--- src/rtl/serial_adder.sv ---
// serial_adder -- bit-serial WIDTH-bit adder with start/done handshake.
//
// Each RUN cycle adds one bit pair (LSB first) through a full-adder cell
// built from two half_adder instances plus an OR, with a registered carry.
// The result takes WIDTH cycles from the accepted start.
//
// Optional feature: define SERIAL_ADDER_OVF_EN to add the Ovf port, which
// flags signed overflow of the completed sum.
//
// Ports:
//   clk    in   1      rising-edge clock
//   rst_n  in   1      synchronous active-low reset
//   start  in   1      request, sampled in IDLE or DONE only
//   A, B   in   WIDTH  operands, captured on an accepted start
//   Cin    in   1      carry-in, captured on an accepted start
//   busy   out  1      addition in progress
//   done   out  1      one-cycle pulse, Sum/Carry valid
//   Sum    out  WIDTH  result register
//   Carry  out  1      carry out of the MSB
//   Ovf    out  1      signed overflow (SERIAL_ADDER_OVF_EN only)

// half_adder -- combinational half adder.
//   i_a, i_b  in   1  addends
//   o_s       out  1  sum     (i_a ^ i_b)
//   o_c       out  1  carry   (i_a & i_b)
module half_adder (
  input  logic i_a,
  input  logic i_b,
  output logic o_s,
  output logic o_c
);
  assign o_s = i_a ^ i_b;
  assign o_c = i_a & i_b;
endmodule

module serial_adder #(
  parameter int WIDTH = 8
) (
  input  logic             clk,
  input  logic             rst_n,
  input  logic             start,
  input  logic [WIDTH-1:0] A,
  input  logic [WIDTH-1:0] B,
  input  logic             Cin,
  output logic             busy,
  output logic             done,
  output logic [WIDTH-1:0] Sum,
  output logic             Carry
`ifdef SERIAL_ADDER_OVF_EN
  ,
  output logic             Ovf
`endif
);

  localparam int CW = $clog2(WIDTH);

  typedef enum logic [1:0] {IDLE, RUN, DONE} state_t;

  state_t           r_state;
  logic [WIDTH-1:0] r_a;
  logic [WIDTH-1:0] r_b;
  // Holds the WIDTH-1 bits already produced; the bit computed on the last
  // edge completes the sum without ever being stored here.
  logic [WIDTH-2:0] r_psum;
  logic             r_c;
  logic [CW-1:0]    r_cnt;

  logic             w_p;
  logic             w_g;
  logic             w_s;
  logic             w_t;
  logic             w_cout;
  logic             w_last;
  logic [WIDTH-1:0] w_next;

  half_adder u_ha0 (.i_a(r_a[0]), .i_b(r_b[0]), .o_s(w_p), .o_c(w_g));
  half_adder u_ha1 (.i_a(w_p),    .i_b(r_c),    .o_s(w_s), .o_c(w_t));

  assign w_cout = w_g | w_t;
  assign w_last = (r_cnt == CW'(WIDTH - 1));
  assign w_next = {w_s, r_psum};

  always_ff @(posedge clk) begin
    if (!rst_n) begin
      r_state <= IDLE;
      r_a     <= '0;
      r_b     <= '0;
      r_psum  <= '0;
      r_c     <= 1'b0;
      r_cnt   <= '0;
      busy    <= 1'b0;
      done    <= 1'b0;
      Sum     <= '0;
      Carry   <= 1'b0;
`ifdef SERIAL_ADDER_OVF_EN
      Ovf     <= 1'b0;
`endif
    end else begin
      case (r_state)
        IDLE, DONE: begin
          done <= 1'b0;
          if (start) begin
            r_a     <= A;
            r_b     <= B;
            r_c     <= Cin;
            r_cnt   <= '0;
            busy    <= 1'b1;
            r_state <= RUN;
          end else begin
            r_state <= IDLE;
          end
        end
        RUN: begin
          r_psum <= w_next[WIDTH-1:1];
          r_a    <= r_a >> 1;
          r_b    <= r_b >> 1;
          r_c    <= w_cout;
          r_cnt  <= r_cnt + 1'b1;
          if (w_last) begin
            Sum     <= w_next;
            Carry   <= w_cout;
`ifdef SERIAL_ADDER_OVF_EN
            // r_c is the carry into the MSB on this edge
            Ovf     <= r_c ^ w_cout;
`endif
            busy    <= 1'b0;
            done    <= 1'b1;
            r_state <= DONE;
          end
        end
        default: r_state <= IDLE;
      endcase
    end
  end

endmodule

--- config.mk ---
export PLATFORM = sky130hd
export DESIGN_NAME = serial_adder
export DESIGN_NICKNAME = d
export VERILOG_FILES = /design/src/rtl/serial_adder.sv
export SDC_FILE = /design/constraint.sdc
export NUM_CORES = 1
export LEC_CHECK = 0
export ABC_AREA = 1
export CAP_MARGIN = 20
export CORE_MARGIN = 5
export CORE_UTILIZATION = 34
export CTS_BUF_LIST = sky130_fd_sc_hd__clkbuf_4 sky130_fd_sc_hd__clkbuf_8
export DETAILED_ROUTE_END_ITERATION = 10
export PLACE_DENSITY = 0.55
export SYNTH_ARGS = -nofsm -noshare
export SYNTH_HDL_FRONTEND = slang
export SYNTH_SLANG_ARGS = --single-unit
--- constraint.sdc ---
create_clock -name clk -period 1.27 [get_ports clk]
set_input_delay 0.254 -clock clk [delete_from_list [all_inputs] [get_ports clk]]
set_output_delay 0.254 -clock clk [all_outputs]
set_load 0.01 [all_outputs]
# After elaboration in Yosys (flattened, before gate mapping)
# Cells that the tools add are included.
# W data, S select, Z words.
[op_classes]
muxes = 16
n_reduce_logical = 7
n_addsub = 1
bitwise_logic = 5
eq_ne = 5
[ops]
columns = ["operator", "n"]
rows = [
  ["$pmux W8 S2", 2],
  ["$mux W8", 2],
  ["$pmux W1 S2", 3],
  ["$pmux W3 S2", 1],
  ["$reduce_and A2 Y1", 3],
  ["$mux W1", 5],
  ["$ne A2 B2 Y1 const B", 2],
  ["$pmux W2 S2", 1],
  ["$add A3 B1 Y3 const B", 1],
  ["$eq A3 B3 Y1 const B", 1],
  ["$mux W3", 1],
  ["$reduce_and A3 Y1", 1],
  ["$and A1 B1 Y1", 2],
  ["$eq A2 B1 Y1 const B", 1],
  ["$eq A2 B2 Y1 const B", 1],
  ["$logic_not A2 Y1", 1],
  ["$mux W2", 1],
  ["$reduce_bool A2 Y1", 1],
  ["$reduce_or A2 Y1", 1],
  ["$xor A1 B1 Y1", 2],
  ["$or A1 B1 Y1", 1],
]
[word_totals]
output_inout_bits = 11
reg_bits = 40
elab_cells = 44
input_bits = 20

# Logic depth before layout (Yosys ltp)
# Gate-level depths: netlist (run 1).
[logic_depth]
depth_word = 4
mapped_depth = 8
mapped_depth_nobuf = 7

# Cells and area by module
# A second synthesis (run 1) with hierarchy kept.
[unflattened]
cells_unflattened = 230
area_unflattened_um2 = 1715.4
[by_module_without_submodules]
columns = ["mod", "instances", "cells_per_inst", "area_each_um2"]
rows = [
  ["serial_adder", 1, 228, 1690.4],
  ["half_adder", 2, 1, 12.5],
]

# Worst setup path after synthesis (run 1)
# No wires, ideal clock.
[synth_timing]
kind = "register to register"
from = "register r_cnt[0]"
to = "register Sum[1]"
path_buffers = 0
required_time_ns = 1.158
t_arrival_ns = 1.010
stages_incl_launch_ff = 7
setup_time_ns = 0.112
setup_slack_ns = 0.148
path_cell_list = "dfxtp_1 -> ha_1 -> ha_1 -> nand3_2 -> clkinv_2 -> nand2_1 -> nand2_1"
[synth_via]
elab_chain_cells = 2
[synth_rtl]
columns = ["element", "line_no", "rtl"]
rows = [
  ["start, declared", "66", "logic [CW-1:0] r_cnt;"],
  ["start signal, assigned", "118", "r_cnt <= r_cnt + 1'b1;"],
  ["$eq A3 B3 Y1", "80", "assign w_last = (r_cnt == CW'(WIDTH - 1));"],
  ["$reduce_and A2 Y1 (no source line)", "-", ""],
  ["end signal, assigned", "120", "Sum <= w_next;"],
  ["end, declared", "47", "output logic [WIDTH-1:0] Sum,"],
]
# No other way between the ends.
# A chain may end at the register's enable or synchronous reset.

# Worst setup path after layout (run 1)
[layout_timing]
from = "register r_cnt[0]"
to = "register Carry"
[layout_via]
elab_chain_cells = 2
[layout_rtl]
columns = ["element", "line_no", "rtl"]
rows = [
  ["$eq A3 B3 Y1", "80", ""],
  ["$reduce_and A2 Y1 (no source line)", "-", ""],
  ["end signal, assigned", "121", "Carry <= w_cout;"],
  ["end, declared", "48", "output logic Carry"],
]
# No other way between the ends.

==> results of run 1 <==
[layer usage]
layer	vias up	wire length (um)
li1	891	-
met1	717	1990
met2	23	1930
met3	0	165
met4	0	0
met5	-	0
[path summary, 6_finish.rpt]
kind,from,slack (ns),to
min reg2reg,r_psum[3]$_SDFFE_PN0N_,0.46,Sum[3]$_SDFFE_PN0P_
max,r_cnt[0]$_SDFFE_PN0P_,0.05,Carry$_SDFFE_PN0P_
min,r_psum[3]$_SDFFE_PN0N_,0.46,Sum[3]$_SDFFE_PN0P_
max reg2reg,r_cnt[0]$_SDFFE_PN0P_,0.05,Carry$_SDFFE_PN0P_
[per-stage QoR]
stage	power, mW	cell area (um2)
after floorplan	1.76	1910
after global placement	1.94	2360
after detailed placement	1.94	2360
after CTS	3.02	2470
after global routing	3.17	2510
final	3.00	2510
[layout by cell type, fill, tap and decap left out, drive strengths merged]
cell type	instances
o21ai	8
clkdlybuf4s50	19
nor2	30
a21oi	10
dlygate4sd2	11
fa	1
ha	2
bufinv	1
dfxtp	40
nand3	42
buf	21
clkbuf	5
nor3	15
clkinvlp	1
inv	36
nand3b	3
nand2	56
[state kept, by name, indices dropped and copies added (netlist names)]
name / cells
r_state: 2
busy: 1
Carry: 1
r_c: 1
r_cnt: 3
r_a: 8
done: 1
r_psum: 7
r_b: 8
Sum: 8
[what timing repair did]
item | CTS | global route
setup endpoints to repair | 11 | 20
gates resized for setup | 11 | 6
buffers inserted | 0 | 4
hold endpoints to repair | 0 | 0
pin swaps | 0 | 1
[critical path: cells and delay by family (launching register included)]
kind	cells	cell delay (ns)
flip-flops	1	0.37
buffers and inverters	1	0.14
AO/OA/AOI/OAI	1	0.14
adder cells (fa/ha/maj)	2	0.41
AND/OR/NAND/NOR	1	0.09
[power breakdown]
part,internal (mW),switching (mW)
registers,1.34,0.0407
clock network,0.592,0.480
logic,0.266,0.281
[cells by family (layout without fill, tap and decap cells)]
family	after synthesis	count (layout)	synth area share, %
AND/OR/NAND/NOR	146	146	38.0
flip-flops	40	40	41.9
AO/OA/AOI/OAI	18	18	4.71
buffers and inverters	50	94	13.1
adder cells (fa/ha/maj)	3	3	2.36
[final cells by class]
| cell class | instances | area [um2] |
|---|---|---|
| fill | 580 | 2960 |
| multi-input combinational | 167 | 868 |
| sequential | 40 | 802 |
| timing repair buffer | 51 | 498 |
| inverter | 35 | 136 |
| tap | 72 | 90.1 |
| clock buffer | 5 | 68.8 |
| clock inverter | 3 | 46.3 |
==> impl_metrics.ini, run 1 <==
[run_status]
status = complete, no violations

[critical_path]
worstSetupPathType = flip-flop to flip-flop
r2r_cells = 5
startpoint_type = flip-flop
max_stage_delay_ns = 0.37
cp_slowest_cell = dfxtp_1
end_kind = flip-flop
required_ns = 1.50
path_max_fanout = 4
path_cells = ha_1, ha_2, buf_4, nand3_1, a21oi_1
cp.arrival_ns = 1.45

[cts]
hold_buffers = 0
clock_sinks = 40
cts.clk_slew.worst_paths_ns = 0.09
clockBufferDepth = 2
cts_root_buf = clkbuf_8
cts_buffers = 5
cts_tree = built
htreeDepth = 2
worstSkewPairLatency_ns = 0.29

[route]
drc_errors = 0
drtAntennaViolNets = 0
num_vias = 1631
dr.pass1.iters = 4
routed_wl_um = 4080
drt_iter0_markers = 89
avgViaCountPerCell = 4.37
wl_per_cell_um = 10.9

[synthesis]
synthArstFlopShare_pct = 0
synth_common_cells = nand2_1 (53), nand3_1 (41), dfxtp_1 (40), inv_1 (32), nor2_1 (29)
syn_area_per_cell_um2 = 7.44
yosysTopAreaCellShare_pct = 41.9
synthesis.nets = 280
synth_ff_type = dfxtp_1
synth_seq_cells = 40
yosysTopAreaCell = dfxtp_1
synth.most_common_cell = nand2_1
ys_types = 24
netlist_instances = 257
synth_warnings = 0
yosys-top-cells-area = dfxtp_1 (42%), nand3_1 (11%), nand2_1 (10%)
ys_seq_area_share_pct = 41.9
synth_edf_count = 0
syn_area_um2 = 1910

[global_route]
grt-ovfl-total = 0
grt_use_met2_pct = 20.0
grtUsageMet1_pct = 15.4
use_met3_pct = 3.69
grt_pass1_vias = 1589
grt_pass1_wl_um = 7320
grt_max_degree = 20
grt-busiest-layer = met2
gr-usage-all-layers_pct = 12.1
antenna_found_initial = 0

[cells_and_area]
fin_util_pct = 45.9
fin_nets = 323
drive_above_1_share_pct = 17.6
syn2layout_area_growth_pct = 31.3
fin_cells = 373
diodes = 0

[placement]
dp.cells = 361
port_buffers = 30
dpl.hpwl_um = 2790
pre_cts_ws_ns = -0.134
place_congestion = 0.750

[pwr]
powerDensity_nw_per_um2 = 1200
peakVddDrop_v = 0.000554
power_leakage_nw = 1.21

[timing]
hold_slack_ns = 0.461
fin_ws_ns = 0.0526
relSlewSlack_pct = 80.2
setup_viol = 0
final_max_slew_viol_count = 0
finalClockSkew_ns = 0.00843
finalCriticalPeriod_ns = 1.22
fin_setup_tns_ns = 0
max_freq_ghz = 0.821
tightest_slew_ns = 0.296
finalHoldViolations = 0
min_period_over_period_pct = 95.9

[floorplanning]
core_area_um2 = 5470
io_pins = 31
die_y_um = 85.0
die_w_um = 85.0
fp.dieArea_um2 = 7220
start_util_pct = 34.9
rows = 27

[job]
maxCapViolCount = 0

[min_path]
min_path_type = flip-flop to flip-flop
hold_path_depth = 2
(Power assumes the default switching activity.)
==> run 2: changes to the inputs <==
- CORE_UTILIZATION: 34 -> 40
- PLACE_DENSITY: 0.55 -> 0.63
==> run 2 against run 1 <==
  * Total power shrank 8.5%
  * Clock-buffer cell count stayed put
  * Largest cell class unchanged
  * Final area shrank 1.9%
  * Clock skew down 0.0056 ns
  * Register-to-register slack is essentially flat
  * Critical endpoint is now Sum[7]$_SDFFE_PN0P_
  * Sequential cell count is the same
  * Wire length fell by 2.4%
  * Largest power group unchanged
  * Highest routed layer is now met4
==> impl_metrics.ini, run 2 (same netlist as run 1, synthesis figures left out) <==
[timing]
finalClockSkew_ns = 0.00279
rsz0062_at_grt = false
max_freq_ghz = 0.819
finalCriticalPeriod_ns = 1.22
relSlewSlack_pct = 83.3
min_period_over_period_pct = 96.2
setup_viol = 0
finalHoldViolations = 0
final_max_slew_viol_count = 0
fin_setup_tns_ns = 0
tightest_slew_ns = 0.250

[critical_path]
regToRegStartpoint = r_c$_SDFFE_PN0P_
cp.arrival_ns = 1.45
end_kind = flip-flop
required_ns = 1.50
regToRegSetupSlack_ns = 0.05
worstSetupPathType = flip-flop to flip-flop
startpoint_type = flip-flop
r2r_end = Sum[7]$_SDFFE_PN0P_
r2r_cells = 3
path_max_fanout = 2

[route]
drtAntennaViolNets = 0
routed_wl_um = 3990
drc_errors = 0
avgViaCountPerCell = 4.78
num_vias = 1682
dr.pass1.iters = 4
drt_iter0_markers = 52
wl_per_cell_um = 11.3

[floorplanning]
die_w_um = 79.1
rows = 25
core_area_um2 = 4690
die_y_um = 79.1
start_util_pct = 40.7
io_pins = 31
fp.dieArea_um2 = 6260

[run_status]
status = complete, no violations

[cells_and_area]
design_area_um2 = 2460
fin_util_pct = 52.5
mostFrequentLayoutCells = nand2_1 (53), nand3_1 (41), dfxtp_1 (39)
syn2layout_area_growth_pct = 28.8
fin_cells = 352
fin_nets = 321
layout_commonest_cell = nand2_1
top_regs = Sum: 8 flops, r_a: 8 flops, r_b: 8 flops
diodes = 0
drive_above_1_share_pct = 17.1

[min_path]
hold_path_depth = 1
holdCritStartpoint = r_cnt[0]$_SDFFE_PN0P_
min_path_type = flip-flop to flip-flop
hold_path_end = r_cnt[0]$_SDFFE_PN0P_

[global_route]
grt_max_degree = 18
grt_pass1_wl_um = 6690
gr-usage-all-layers_pct = 13.5
antenna_found_initial = 0
grt_pass1_vias = 1530
grt-ovfl-total = 0

[cts]
cts_root_buf = clkbuf_8
cts_buffers = 5
cts_tree = built
hold_buffers = 0
htreeDepth = 2
cts.clk_slew.worst_paths_ns = 0.08
worstSkewPairLatency_ns = 0.29
clockBufferDepth = 2
clock_sinks = 40

[placement]
dp.cells = 343
placed_cell_area_um2 = 2350
dpl.hpwl_um = 2710
port_buffers = 30
place_congestion = 0.757

[job]
maxCapViolCount = 0

[pwr]
peakVddDrop_v = 0.000888
finalPower_mw = 2.75
power_leakage_nw = 1.19
powerDensity_nw_per_um2 = 1120
-- run 2: cell type report --
class	instances	area, um2
fill	502	2230
inverter	35	135
tap	54	67.6
clock buffer	5	68.8
sequential	40	802
timing repair buffer	49	495
multi-input combinational	167	881
clock inverter	2	12.5
-- run 2: per-layer routing --
layer / global-route usage (%) / vias to the layer above / share of wire (%)
met5: 0 / - / 0
met4: 5.15 / 0 / 1.6
met3: 4.65 / 6 / 4.4
met2: 22.0 / 24 / 46
met1: 16.5 / 764 / 48
li1: - / 888 / -
-- run 2: critical path, cell delays in order (launching register included) --
cell	delay (ns)
dfxtp_1	0.33
fa_2	0.60
nand3_1	0.08
a21oi_1	0.14
-- run 2: power by group --
group | switching (mW) | internal (mW) | leakage (nW)
clock | 0.450 | 0.372 | 0.0400
combinational | 0.277 | 0.263 | 0.821
sequential | 0.0434 | 1.34 | 0.329
-- run 2: worst max path at each step --
stage | start | end | slack, ns
6_report | r_c$_SDFFE_PN0P_ | Sum[7]$_SDFFE_PN0P_ | 0.05
2_1_floorplan | r_cnt[0]$_SDFFE_PN0P_ | Sum[1]$_SDFFE_PN0P_ | 0.15
3_3_place_gp | start | r_b[0]$_SDFFE_PN0P_ | -0.07
5_1_grt | r_c$_SDFFE_PN0P_ | Sum[7]$_SDFFE_PN0P_ | 0.00007
3_5_place_dp | start | r_b[0]$_SDFFE_PN0P_ | -0.13
4_1_cts | r_c$_SDFFE_PN0P_ | Sum[7]$_SDFFE_PN0P_ | 0.02
-- run 2: repair_timing --
item                                   in CTS  in global routing
setup buffers                               0                  2
resized for setup                          13                  5
endpoints found under the hold margin       0                  0
pin swaps                                   0                  1
setup endpoints to repair                  12                 12
-- run 2: per-stage QoR --
stage          hold WS (ns)  setup slack, ns
2_1_floorplan         0.385            0.148
3_3_place_gp          0.450          -0.0676
3_5_place_dp          0.450           -0.134
4_1_cts               0.462           0.0224
5_1_grt               0.491        0.0000658
6_report              0.457           0.0484
